==> src/rtl/datapath_ctrl.sv <==
// Instruction-sequencing controller for the 16-bit datapath: latches one instruction per handshake
// and steps the datapath through register read, execute and writeback. Optional ADDI: DATAPATH_CTRL_ADDI_EN.
module datapath_ctrl (
   input  logic        clk,
   input  logic        reset,
   input  logic [15:0] instr,
   input  logic        instr_valid,
   output logic        instr_ready,
   output logic        done,
   output logic        illegal,
   output logic        halted,
   output logic [2:0]  readnum1,
   output logic [2:0]  readnum2,
   output logic [2:0]  writenum,
   output logic        write,
   output logic [1:0]  vsel,
   output logic [1:0]  shift,
   output logic        asel,
   output logic        bsel,
   output logic [1:0]  ALUop,
   output logic        loadab,
   output logic        loadc,
   output logic        loads,
   output logic [15:0] sximm8,
   output logic [15:0] sximm5
);

   typedef enum logic [2:0] {
      S_IDLE, S_DECODE, S_GET_AB, S_EXEC, S_WRITE, S_HALT
   } state_t;

   typedef enum logic [2:0] {
      K_MOVI, K_MOVR, K_ALU, K_CMP, K_HALT, K_ADDI, K_ILL
   } kind_t;

   state_t      state, state_next;
   kind_t       kind;
   logic [15:0] ir;

   logic [2:0] opc, rn, rd, rm;
   logic [1:0] op, sh;

   assign opc = ir[15:13];
   assign op  = ir[12:11];
   assign rn  = ir[10:8];
   assign rd  = ir[7:5];
   assign sh  = ir[4:3];
   assign rm  = ir[2:0];

   // NOTE: sequential state uses non-blocking assignments so every flop samples pre-edge values.
   always_ff @(posedge clk) begin
      if (reset) begin
         state <= S_IDLE;
         ir    <= '0;
      end else begin
         state <= state_next;
         if (state == S_IDLE && instr_valid)
            ir <= instr;
      end
   end

   always_comb begin
      kind = K_ILL;
      case (opc)
         3'b110: begin
            if (op == 2'b10)
               kind = K_MOVI;
            else if (op == 2'b00)
               kind = K_MOVR;
         end
         3'b101: begin
            if (op == 2'b01)
               kind = K_CMP;
            else
               kind = K_ALU;
         end
         3'b111: kind = K_HALT;
`ifdef DATAPATH_CTRL_ADDI_EN
         3'b100: begin
            if (op == 2'b00)
               kind = K_ADDI;
         end
`endif
         default: kind = K_ILL;
      endcase
   end

   // Datapath setup is a pure function of ir, so it stays stable for the whole instruction.
   assign readnum1 = rm;
   assign readnum2 = rn;
   assign writenum = (kind == K_MOVI) ? rn : rd;
   assign sximm8   = {{8{ir[7]}}, ir[7:0]};
   assign sximm5   = {{11{ir[4]}}, ir[4:0]};
   assign asel     = (kind == K_MOVR);

`ifdef DATAPATH_CTRL_ADDI_EN
   assign bsel  = (kind == K_ADDI);
   assign shift = (kind == K_ADDI) ? 2'b00 : sh;
`else
   assign bsel  = 1'b0;
   assign shift = sh;
`endif

   always_comb begin
      ALUop = 2'b00;
      if (kind == K_ALU || kind == K_CMP)
         ALUop = op;
   end

   // NOTE: every output gets a default before the case so no latch is inferred.
   always_comb begin
      state_next  = state;
      instr_ready = 1'b0;
      done        = 1'b0;
      illegal     = 1'b0;
      halted      = 1'b0;
      write       = 1'b0;
      vsel        = 2'b00;
      loadab      = 1'b0;
      loadc       = 1'b0;
      loads       = 1'b0;
      case (state)
         S_IDLE: begin
            instr_ready = 1'b1;
            if (instr_valid)
               state_next = S_DECODE;
         end
         S_DECODE: begin
            case (kind)
               K_MOVI:  state_next = S_WRITE;
               K_HALT:  state_next = S_HALT;
               K_ILL: begin
                  done       = 1'b1;
                  illegal    = 1'b1;
                  state_next = S_IDLE;
               end
               default: state_next = S_GET_AB;
            endcase
         end
         S_GET_AB: begin
            loadab     = 1'b1;
            state_next = S_EXEC;
         end
         S_EXEC: begin
            if (kind == K_CMP) begin
               loads      = 1'b1;
               done       = 1'b1;
               state_next = S_IDLE;
            end else begin
               loadc      = 1'b1;
               state_next = S_WRITE;
            end
         end
         S_WRITE: begin
            write      = 1'b1;
            done       = 1'b1;
            vsel       = (kind == K_MOVI) ? 2'b01 : 2'b11;
            state_next = S_IDLE;
         end
         S_HALT: halted = 1'b1;
         default: state_next = S_IDLE;
      endcase
   end

endmodule

==> config.mk <==
export PLATFORM = sky130hd
export DESIGN_NAME = datapath_ctrl
export DESIGN_NICKNAME = d
export VERILOG_FILES = /design/src/rtl/datapath_ctrl.sv
export SDC_FILE = /design/constraint.sdc
export NUM_CORES = 1
export LEC_CHECK = 0
export CORE_MARGIN = 2
export CORE_UTILIZATION = 40
export CTS_BUF_LIST = sky130_fd_sc_hd__clkbuf_2
export CTS_CLUSTER_SIZE = 40
export DETAILED_ROUTE_END_ITERATION = 12
export GPL_TIMING_DRIVEN = 0
export PLACE_DENSITY_LB_ADDON = 0.15
export SLEW_MARGIN = 15
export SYNTH_ARGS = -nofsm -noshare
export SYNTH_HDL_FRONTEND = slang
export SYNTH_SLANG_ARGS = --single-unit
==> constraint.sdc <==
create_clock -name clk -period 2.34 [get_ports clk]
set_clock_uncertainty 0.2 [all_clocks]
set_input_delay 0.234 -clock clk [delete_from_list [all_inputs] [get_ports clk]]
set_output_delay 0.234 -clock clk [all_outputs]
set_load 0.05 [all_outputs]
# Word-level counts from Yosys, hierarchy flattened
# Index checks and enable logic that the tools add are counted.
[totals] reg_bits=19 input_bits=19 out_inout_bits=57 elab_cells=48
[op_classes] eq_ne=16 muxes=23 bitwise_logic=1 reduce_logical=6
[op_table] op="$eq A3 B3 Y1 const B" count=7
[op_table] op="$pmux W3 S3" count=2
[op_table] op="$mux W3" count=5
[op_table] op="$pmux W3 S5" count=1
[op_table] op="$eq A3 B2 Y1 const B" count=4
[op_table] op="$mux W1" count=11
[op_table] op="$eq A3 B1 Y1 const B" count=2
[op_table] op="$logic_not A3 Y1" count=2
[op_table] op="$mux W2" count=3
[op_table] op="$pmux W1 S3" count=1
[op_table] op="$eq A2 B1 Y1 const B" count=1
[op_table] op="$eq A2 B2 Y1 const B" count=1
[op_table] op="$logic_not A2 Y1" count=1
[op_table] op="$ne A2 B2 Y1 const B" count=1
[op_table] op="$reduce_and A2 Y1" count=1
[op_table] op="$logic_and A1 B1 Y1" count=1
[op_table] op="$logic_or A1 B1 Y1" count=1
[op_table] op="$not A1 Y1" count=1

# Depth between registers and ports, before layout
# Gate-level depths: netlist of the first run.
[logic_depth] ltp_word=7 mapped_depth=6 mapped_depth_nobuf=4

# Worst setup path after synthesis of the first run
# Ideal clock, no wire load.
[synth_path] path_kind="register to output" from="register state[0]" to="output done" arrival_ps=2396 t_required_ps=1906 slack_ps=-490 path_stages_with_launch=4 n_path_buf=0 cell_sequence="dfxtp_1 > nor3b_2 > a21boi_0 > or3_1"
[synth_via] elab_chain_cells=2 word_cells_on_any_way=4 cone_classes="eq/ne (3); mux (1)"
[synth_lines] element="start, declared" line="36" text="state_t state, state_next;"
[synth_lines] element="start signal, assigned" line="56" text="state <= state_next;"
[synth_lines] element="$eq A3 B3 Y1, or another cell as far along" line="122" text="case (state)"
[synth_lines] element="$pmux W1 S3 (*)" line="122"
[synth_lines] element="end, declared" line="9" text="output logic done,"
# Mark *: on every way between the ends. The rest lies on a longest branch, timed or not.

# Final worst setup path of the first run
[layout_path] from="register ir[14]" to="output writenum[1]"
[layout_via] elab_chain_cells=4 word_cells_on_any_way=6 cone_classes="eq/ne (3); mux (2); reduce/logical (1)"
[layout_lines] element="start, declared" line="38" text="logic [15:0] ir;"
[layout_lines] element="start signal, assigned" line="58" text="ir <= instr;"
[layout_lines] element="$eq A3 B3 Y1" line="64" text="case (opc)"
[layout_lines] element="$pmux W3 S3 (*)" line="64"
[layout_lines] element="$logic_not A3 Y1 (*)" line="91" text="assign writenum = (kind == K_MOVI) ? rn : rd;"
[layout_lines] element="$mux W3 (*)" line="91"
[layout_lines] element="end, declared" line="14" text="output logic [2:0] writenum,"
# Marked as above.

==> results of run 1 <==
logic make-up after synthesis:
kind of cell / after synthesis / synth area share [%]
simple gates: 58 / 23.7
buf+inv: 51 / 30.2
compound gates: 24 / 11.9
flops: 19 / 31.1
mux: 3 / 2.77
other cells: 1 / 0.307
layout make-up:
cell class	count	area, um2	share of cell area [%]
well taps	33	41.3	2.02
flip-flops and latches	19	388	19.0
plain buffers	47	354	17.4
inverters	4	15.0	0.736
clock buffers	4	20.0	0.981
multi-input cells	86	493	24.2
repair buffers	74	729	35.7
registers in the layout (all words and copies together) (netlist names):
name / count
ir: 16
state: 3
cells in the final DEF (no fill, tap or decap), drive strengths merged:
| master | netlist | layout |
|---|---|---|
| clkdlybuf4s50 | 0 | 50 |
| nand3 | 1 | 1 |
| a21o | 1 | 1 |
| a31oi | 1 | 1 |
| clkbuf | 1 | 8 |
| and2 | 2 | 2 |
| dlymetal6s2s | 0 | 8 |
| a21oi | 18 | 18 |
| nand4b | 1 | 1 |
| dfxtp | 19 | 19 |
| nand2 | 35 | 35 |
| or3 | 2 | 2 |
| clkdlybuf4s15 | 0 | 3 |
| or4 | 1 | 1 |
| o32a | 1 | 1 |
| inv | 4 | 4 |
| nand3b | 1 | 1 |
| nor3 | 4 | 4 |
| conb | 1 | 1 |
| and3 | 1 | 1 |
| dlygate4sd2 | 0 | 7 |
| or2 | 1 | 1 |
| mux2 | 3 | 3 |
| buf | 46 | 48 |
| dlygate4sd3 | 0 | 1 |
| o21bai | 1 | 1 |
| a21boi | 1 | 1 |
| a22o | 1 | 1 |
| and2b | 1 | 1 |
| nor3b | 4 | 4 |
| and3b | 1 | 1 |
| nor2 | 3 | 3 |
routing by layer:
metal	vias up	track usage, %
met5	-	0
met4	0	7.47
met3	2	2.40
met2	50	29.8
met1	568	20.3
li1	621	-
stage by stage:
step                      hold WS (ns)   TNS, ns
after floorplan                  0.168    -0.312
after global placement           0.256    -0.524
after detailed placement         0.270    -0.842
after CTS                        0.236   -0.0122
after global routing             0.213  -0.00965
final                            0.245         0
worst paths after layout:
kind | end | slack (ns)
min reg2reg | ir[6] | 0.29
min | ir[12] | 0.25
max reg2reg | ir[13] | 0.81
max | writenum[1] | 0.10
power groups by stage:
stage	registers, uW	logic (uW)	clock network, uW
final	373	443	146
after global routing	378	464	168
after CTS	370	447	151
after detailed placement	376	449	0
after global placement	374	442	0
after floorplan	370	313	0
what timing repair did:
item / CTS / global route
gates resized for setup: 27 / 25
hold buffers: 1 / 0
endpoints found under the hold margin: 6 / 0
endpoints found under the setup margin: 26 / 18
worst max-delay path, stage by stage (launching register included):
cell	delay [ns]
dfxtp_2	0.42
nor3b_4	0.25
nand3_2	0.18
mux2_2	0.31
clkdlybuf4s15_2	0.33
==> out/metrics.csv, run 1 <==
stage,metric,value,unit
synthesis,Most used DFF post-synth,dfxtp_1,
synthesis,top-count cell post-synth,buf_4,
die,die width,59.3,um
synthesis,Syn Area/Cell,7.83,um2
final_layout,Final Cell Area,0.00204,mm2
pwr,combinational cell fraction of total power,46.0,%
timing,final period utilization,95.7,%
route,drt total wl,3050,um
route,vias per cell,4.65,
final_layout,synthesis-to-finish area growth,67.1,%
timing,fin crit period,2.24,ns
worst_setup_path,WS Path Type,flop to output pin,
cts,worst skew pair latency,0.31,ns
route,met3 WL,202,um
min_path,worst hold path depth,3,
min_path,hold path startpoint,instr[12],
final_layout,# diodes,0,
cts,clock root cell,clkbuf_2,
final_layout,layout cell share with drive strength beyond 1,32.9,%
grt,"Remaining Overflow, GRT",0,
timing,Max Slew Vio Count,0,
pwr,Pwr Total,962,uW
route,ANT nets after route,0,
run_status,outcome,completed,
grt,vias in the first global route,1035,
route,metal2 WL,1600,um
synthesis,number of synthesized flops with an enable pin,0,
worst_setup_path,R2R depth,5,
placement,GPL Wtd Cong,0.840,
grt,initial antenna violation count,0,
die,Initial Util,41.0,%
pwr,P_sw,389,uW
worst_setup_path,Worst Setup SP,ir[14],
grt,first-pass GRT wire length,4590,um
timing,Final Hold Viols,0,
flow_run,max cap viols,0,
timing,Worst slew margin,64.6,%
synthesis,largest cells by area after synthesis,"dfxtp_1 (31%), buf_4 (26%), nand2_1 (11%), a21oi_1 (6.6%), mux2_2 (2.8%)",
synthesis,Syn Inst Count,156,
pwr,power share of the clock group,15.2,%
route,DRT met1 WL,1240,um
synthesis,sequential share of the synthesized area,31.1,%
timing,Worst-Margin Slew,0.530,ns
timing,RSZ-0062 raised after global routing,yes,
placement,post-placement cell area,0.00200,mm2
die,std cell rows,20,
grt,gr usage total,17.0,%
cts,setup bufs post-CTS,0,
pwr,Int Pwr,573,uW
synthesis,synthesized flop and latch total,19,
pwr,Pwr Density,471,mW/mm2
pwr,switching part of the total,40.4,%
synthesis,Yosys warnings,0,
worst_setup_path,CP arrival,1.80,ns
timing,"Setup violations, final",0,
synthesis,count of cell types in the netlist,33,
route,routed length per instance,11.4,um
placement,hpwl dp,2310,um
synthesis,post-synth top area share,31.1,%
route,Top Metal Used,met4,
synthesis,top cells by instance count after synthesis,"buf_4 (43), nand2_1 (35), dfxtp_1 (19)",
route,initial drt markers,28,
cts,maximum buffer depth of the clock tree,2,
cts,CTS tree,yes,
cts,CTS sink count,19,
placement,Placement Setup Slack,-0.255,ns
synthesis,"FFs w/ async S/R, synth",0,%
pwr,peak supply drop,0.263,mV
die,die height,59.3,um
synthesis,synthesized cell area,0.00122,mm2
die,Ports,76,
timing,setup ws final,0.102,ns
pwr,leak pwr,0.00106,uW
cts,Worst-path clk slew,0.18,ns
grt,largest net degree at the start of global routing,16,
final_layout,fin nets,254,
cts,TritonCTS buffer count,3,
pwr,Flop pwr share,38.8,%
min_path,Hold/Removal Path Class,input port to flop,
die,Core Area,0.00298,mm2
worst_setup_path,critical path peak fanout,6,
synthesis,"area leader, netlist",dfxtp_1,
route,Pre-antenna DRT Iters,4,
route,Vias,1241,
placement,buffers added on ports,73,
die,die area,0.00351,mm2
synthesis,Synth Net Count,175,
cts,H-tree levels,1,
final_layout,Post-Layout Cell Count,267,
final_layout,fillers,266,
route,number of remaining DRC errors,0,
worst_setup_path,CP endpoint kind,output pin,
worst_setup_path,FF-to-FF Start,state[2],
worst_setup_path,startpoint types,flop,
timing,Fmax,0.447,GHz
final_layout,Finished Core Util,68.5,%
worst_setup_path,Critical Path RT,1.91,ns
placement,placed cells,262,
Note: power is estimated with default switching activity, not from simulation.
==> inputs of run 2 (changes only) <==
- PLACE_DENSITY: unset -> 0.94
- PLACE_DENSITY_LB_ADDON: 0.15 -> unset
==> run 2 against run 1 <==
Sequential cell count is the same. Clock power about the same. Sequential share of layout area decreased by 0.36 points. Via count down 1.3%. Sequential power about the same. Die area is the same. First-iteration DRC count decreased by 18%. Non-clock buffer count unchanged.
==> out/metrics.csv, run 2 (synthesized netlist as in run 1, its figures left out) <==
stage,metric,value,unit,change
cts,setup bufs post-CTS,0,,unchanged
route,number of remaining DRC errors,0,,unchanged
timing,Fmax,0.447,GHz,about the same
grt,largest net degree at the start of global routing,16,,unchanged
route,vias per cell,4.59,,was 4.65
timing,Final Hold Viols,0,,unchanged
route,Pre-antenna DRT Iters,4,,unchanged
die,Ports,76,,unchanged
worst_setup_path,Critical Path RT,1.91,ns,about the same
timing,Max Slew Vio Count,0,,unchanged
worst_setup_path,WS Path Type,flop to output pin,,unchanged
placement,post-placement cell area,0.00200,mm2,unchanged
die,std cell rows,20,,unchanged
worst_setup_path,critical path peak fanout,8,,was 6
final_layout,biggest regs,"ir: 16 flops, state: 3 flops",,unchanged
pwr,Pwr Density,466,mW/mm2,was 471 mW/mm2
timing,setup TNS,0,ns,unchanged
die,die width,59.3,um,unchanged
worst_setup_path,r2r setup slk,0.74,ns,was 0.81 ns
final_layout,fin nets,254,,unchanged
grt,first-pass GRT wire length,4600,um,was 4590 um
timing,final period utilization,95.6,%,was 95.7%
timing,setup ws final,0.103,ns,was 0.102 ns
route,drt total wl,3080,um,was 3050 um
cts,CTS sink count,19,,unchanged
die,die height,59.3,um,unchanged
route,initial drt markers,23,,was 28
cts,Worst-path clk slew,0.19,ns,was 0.18 ns
timing,Worst-Margin Slew,0.526,ns,was 0.530 ns
cts,CTS tree,yes,,unchanged
die,Initial Util,41.0,%,unchanged
final_layout,Final Cell Area,0.00206,mm2,was 0.00204 mm2
timing,fin crit period,2.24,ns,about the same
run_status,outcome,completed,,unchanged
placement,hpwl dp,2410,um,was 2310 um
placement,GPL Wtd Cong,0.835,,was 0.840
pwr,power share of the clock group,15.0,%,was 15.2%
cts,maximum buffer depth of the clock tree,2,,unchanged
worst_setup_path,CP endpoint kind,output pin,,unchanged
final_layout,fillers,254,,was 266
min_path,Hold/Removal Path Class,input port to flop,,unchanged
worst_setup_path,CP arrival,1.80,ns,about the same
worst_setup_path,Worst R2R End,ir[12],,was ir[13]
cts,worst skew pair latency,0.31,ns,about the same
final_layout,largest reg by FF count,ir,,unchanged
cts,clock root cell,clkbuf_2,,unchanged
min_path,hold path startpoint,instr[6],,was instr[12]
timing,Worst slew margin,64.9,%,was 64.6%
die,die area,0.00351,mm2,unchanged
pwr,combinational cell fraction of total power,46.3,%,was 46.0%
route,Vias,1225,,"was 1,241"
grt,initial antenna violation count,0,,unchanged
pwr,peak supply drop,0.378,mV,was 0.263 mV
cts,H-tree levels,1,,unchanged
worst_setup_path,FF-to-FF Start,state[1],,was state[2]
grt,"Remaining Overflow, GRT",0,,unchanged
min_path,worst hold path depth,3,,unchanged
final_layout,max reg flops,16,,unchanged
worst_setup_path,R2R depth,5,,unchanged
final_layout,"commonest non-fill, non-tap cell in the layout",clkdlybuf4s50_1,,unchanged
worst_setup_path,startpoint types,flop,,unchanged
final_layout,# diodes,0,,unchanged
final_layout,layout cell share with drive strength beyond 1,31.2,%,was 32.9%
timing,RSZ-0062 raised after global routing,no,,was yes
final_layout,synthesis-to-finish area growth,68.6,%,was 67.1%
placement,buffers added on ports,73,,unchanged
timing,"Setup violations, final",0,,unchanged
pwr,Flop pwr share,38.7,%,was 38.8%
flow_run,max cap viols,0,,unchanged
final_layout,most frequent cells in the layout,"clkdlybuf4s50_1 (48), buf_4 (43), nand2_1 (35), a21oi_1 (16), dfxtp_1 (16)",,"was clkdlybuf4s50_1 (50), buf_4 (43), nand2_1 (35), a21oi_1 (16), dfxtp_1 (13)"
die,Core Area,0.00298,mm2,unchanged
placement,Placement Setup Slack,-0.145,ns,was -0.255 ns
pwr,P_sw,393,uW,was 389 uW
min_path,hold path endpoint,ir[6],,was ir[12]
cts,TritonCTS buffer count,3,,unchanged
pwr,Int Pwr,568,uW,was 573 uW
final_layout,Finished Core Util,69.2,%,was 68.5%
pwr,switching part of the total,40.9,%,was 40.4%
pwr,leak pwr,0.00111,uW,was 0.00106 uW
grt,vias in the first global route,1043,,"was 1,035"
route,ANT nets after route,0,,unchanged
grt,gr usage total,17.1,%,was 17.0%
route,routed length per instance,11.5,um,was 11.4 um
[run 2: changes by cell type in the layout (fill, tap and decap cells not counted), sizes merged]
cell / delta
clkdlybuf4s50: -2
clkbuf: -2
clkdlybuf4s15: +2
dlygate4sd2: -1
clkinv: +1
buf: -2
dlymetal6s2s: +4
[run 2: repair_timing]
action | CTS | global route
endpoints found under the setup margin | 27 | 19
resized for setup | 23 | 20
hold buffers | 1 | 0
hold endpoints to repair | 6 | 0
[run 2: layout make-up]
class / count / area [um2] / area share (%)
plain buffers: 47 / 354 / 17.2
clock buffers: 3 / 15.0 / 0.729
clock inverters: 1 / 5.00 / 0.243
inverters: 4 / 15.0 / 0.729
multi-input cells: 86 / 487 / 23.6
flip-flops and latches: 19 / 384 / 18.7
well taps: 33 / 41.3 / 2.00
repair buffers: 74 / 758 / 36.8
[run 2: worst max path at each step]
| stage | from | endpoint | cells after the start |
|---|---|---|---|
| after floorplan | ir[15] | done | 3 |
| after CTS | ir[14] | writenum[1] | 4 |
| after global placement | ir[14] | writenum[2] | 4 |
| after global routing | ir[15] | loads | 3 |
| final | state[1] | done | 4 |
| after detailed placement | ir[14] | writenum[2] | 4 |
[run 2: routing by layer]
layer  share of wire [%]  vias up  GRT usage [%]
met5                   0        -              0
met4                 1.3        0           7.79
met3                 4.7        4           2.40
met2                  54       41           31.1
met1                  40      554           19.5
li1                    -      626              -
[run 2: metrics by stage]
stage / hold slack (ns) / std cells / total power, uW
after global routing: 0.243 / 267 / 1000
after CTS: 0.239 / 267 / 962
after floorplan: 0.168 / 156 / 683
after detailed placement: 0.263 / 262 / 826
final: 0.238 / 267 / 961
after global placement: 0.257 / 262 / 817
[run 2: worst max-delay path, cell delays in order, from the launching register on]
cell	delay (ns)
dfxtp_1	0.52
nor3b_2	0.10
a21boi_1	0.16
or3_1	0.38
clkdlybuf4s15_2	0.34
[run 2: power by group through the flow]
stage                     clock network [uW]  logic (uW)  registers, uW
after detailed placement                   0         449            377
after global placement                     0         442            375
after floorplan                            0         313            370
final                                    144         445            372
after CTS                                143         448            371
after global routing                     157         466            376
==> RTL edit (settings of run 2) <==
Reset style: asynchronous (`reset`), changed in one clocked block.
--- a/src/rtl/datapath_ctrl.sv
+++ b/src/rtl/datapath_ctrl.sv
@@ -48,7 +48,7 @@
    assign rm  = ir[2:0];
 
    // NOTE: sequential state uses non-blocking assignments so every flop samples pre-edge values.
-   always_ff @(posedge clk) begin
+   always_ff @(posedge clk or posedge reset) begin
       if (reset) begin
          state <= S_IDLE;
          ir    <= '0;
Formal check against the unedited RTL: differs if reset is asserted again (counterexample within 4 cycles, from zero or initial values and one cycle with reset high); with reset held inactive, the same outputs for 10 cycles.
==> RTL edit against run 2 <==
  * Routed wire length is 1.1% lower
  * Design area is 5.0% higher
  * Worst hold slack worse by 0.13 ns
  * Area after synthesis grew 8.8%
  * Sequential share of layout area is 3.5 points higher
  * Sequential cell count unchanged
  * Cell count decreased by 8.2%
  * Worst setup slack lost 0.046 ns
  * Synthesized cell count decreased by 22%
Power is not shown: default switching activity piles up to over one toggle a cycle in this logic, so the estimate is an artifact.
==> RTL edit: results (changes against run 2) <==
* Leading post-synthesis cells by cell area: sky130_fd_sc_hd__dfrtp_1, sky130_fd_sc_hd__buf_4, sky130_fd_sc_hd__mux2_4
* Fraction of registers with async set/reset at 100% (+100 points)
* Number of DRC markers in iteration 0 at 37 (+61%)
* Final antenna diode count at 0 (unchanged)
* Post-DP HPWL at 2.37 mm (-1.8%)
* Post-Route WL at 3.04 mm (-1.1%)
* Critical Path AT at 1.85 ns (+0.05 ns)
* Maximum root-to-sink buffer count at 2 (unchanged)
* Delay of the slowest cell on the worst path at 0.47 ns (-0.05 ns)
* Final Wtd Congestion at 0.752 (-10%)
* Sequential share of the synthesized area at 35.8% (+4.6 points)
* Biggest regs: ir x16, state x3
* Number of buffers created by CTS at 3 (unchanged)
* Worst Hold Class: primary input to asynchronous set/reset pin
* Final-stage net count at 221 (-13%)
* Run status: complete, no violations
* Biggest fanout along the worst timing path at 6 (-2)
* DR pass1 iterations at 4 (unchanged)
* Clock Latency Late Sink at 0.30 ns
* Worst Reg-to-Reg Cells at 6 (+1)
* Total global routing track utilization at 15.5% (-1.6 points)
* Number of antenna violations at the first check in global routing at 0 (unchanged)
* Largest net degree at the start of global routing at 20 (+4)
* Layout cells sized above 1 at 43.3% (+12 points)
* Net Count, Synth at 141 (-19%)
* Htree depth at 1 (unchanged)
* Via count of the first global-routing pass at 916 (-12%)
* Slew HR at 52.8% (-12 points)
* Cell family with most CP delay: simple AND/OR/NAND/NOR gates
* CP max-delay cell: sky130_fd_sc_hd__dfrtp_1
* Quantity of I/O buffers inserted on ports at 74 (+1.4%)
* Start point of the critical path: ir[13]
* Leading cell types by count after synthesis: sky130_fd_sc_hd__buf_4, sky130_fd_sc_hd__dfrtp_1, sky130_fd_sc_hd__mux2_2
* Wire length of the first global-routing pass at 4.33 mm (-5.7%)
* Root buf cell: sky130_fd_sc_hd__clkbuf_2
* Clock transition time at the flip-flop clock pins of the worst setup and hold paths at 0.19 ns (about the same)
* Dominant register cell in the synthesized netlist: sky130_fd_sc_hd__dfrtp_1
* Ys Warns at 0 (unchanged)
* Via Count at 1,038 (-15%)
* Launch point of the worst reg-to-reg path: state[2]
* Placed cell areas at 2140 um2 (+7.1%)
* Post-synthesis cell type count at 32 (-3.0%)
-- RTL edit: changes by cell type after synthesis, sizes merged, moves of 3 or more --
| cell | delta |
|---|---|
| nand2 | -32 |
| dfrtp | +19 |
| dfxtp | -19 |
| a21oi | -16 |
| mux2 | +15 |
| nor2b | +3 |
-- RTL edit: final timing paths --
check / end / slack [ns]
max: done / 0.06
min: ir[1] / 0.11
max reg2reg: ir[12] / 0.57
min reg2reg: ir[10] / 0.36
max in group asynchronous: ir[11] / 1.34
min in group clk: ir[13] / 0.26
-- RTL edit: final cells by class --
cell class              instances  area [um2]
fillers                       256         941
repair buffers                 75         739
multi-input cells              54         480
flip-flops and latches         19         478
plain buffers                  47         382
well taps                      44        55.1
clock buffers                   3        15.0
inverters                       2        7.51
clock inverters                 1        5.00
-- RTL edit: kinds of logic after synthesis --
kind of cell	synth area share, %
flip-flops	35.8
AND/OR/NAND/NOR	13.5
buffers and inverters	29.3
other	0.282
multiplexers	17.5
AO/OA/AOI/OAI	3.67
-- RTL edit: metal layers --
layer | part of all wire [%] | GRT usage (%)
met5 | 0 | 0
met4 | 0 | 2.74
met1 | 44 | 20.9
met2 | 44 | 25.6
met3 | 12 | 3.78
-- RTL edit: per-stage QoR --
step	std cells	worst slack, ns
detailed placement	240	-0.178
CTS	244	-0.113
global route	245	-0.0234
floorplan	122	-0.415
global placement	240	-0.137
finish	245	0.0566
-- RTL edit: timing repair --
item                                    CTS  global route
endpoints found under the setup margin   29            19
gates resized for setup                  30            28
hold buffers                              0             0
buffers inserted                          0             1
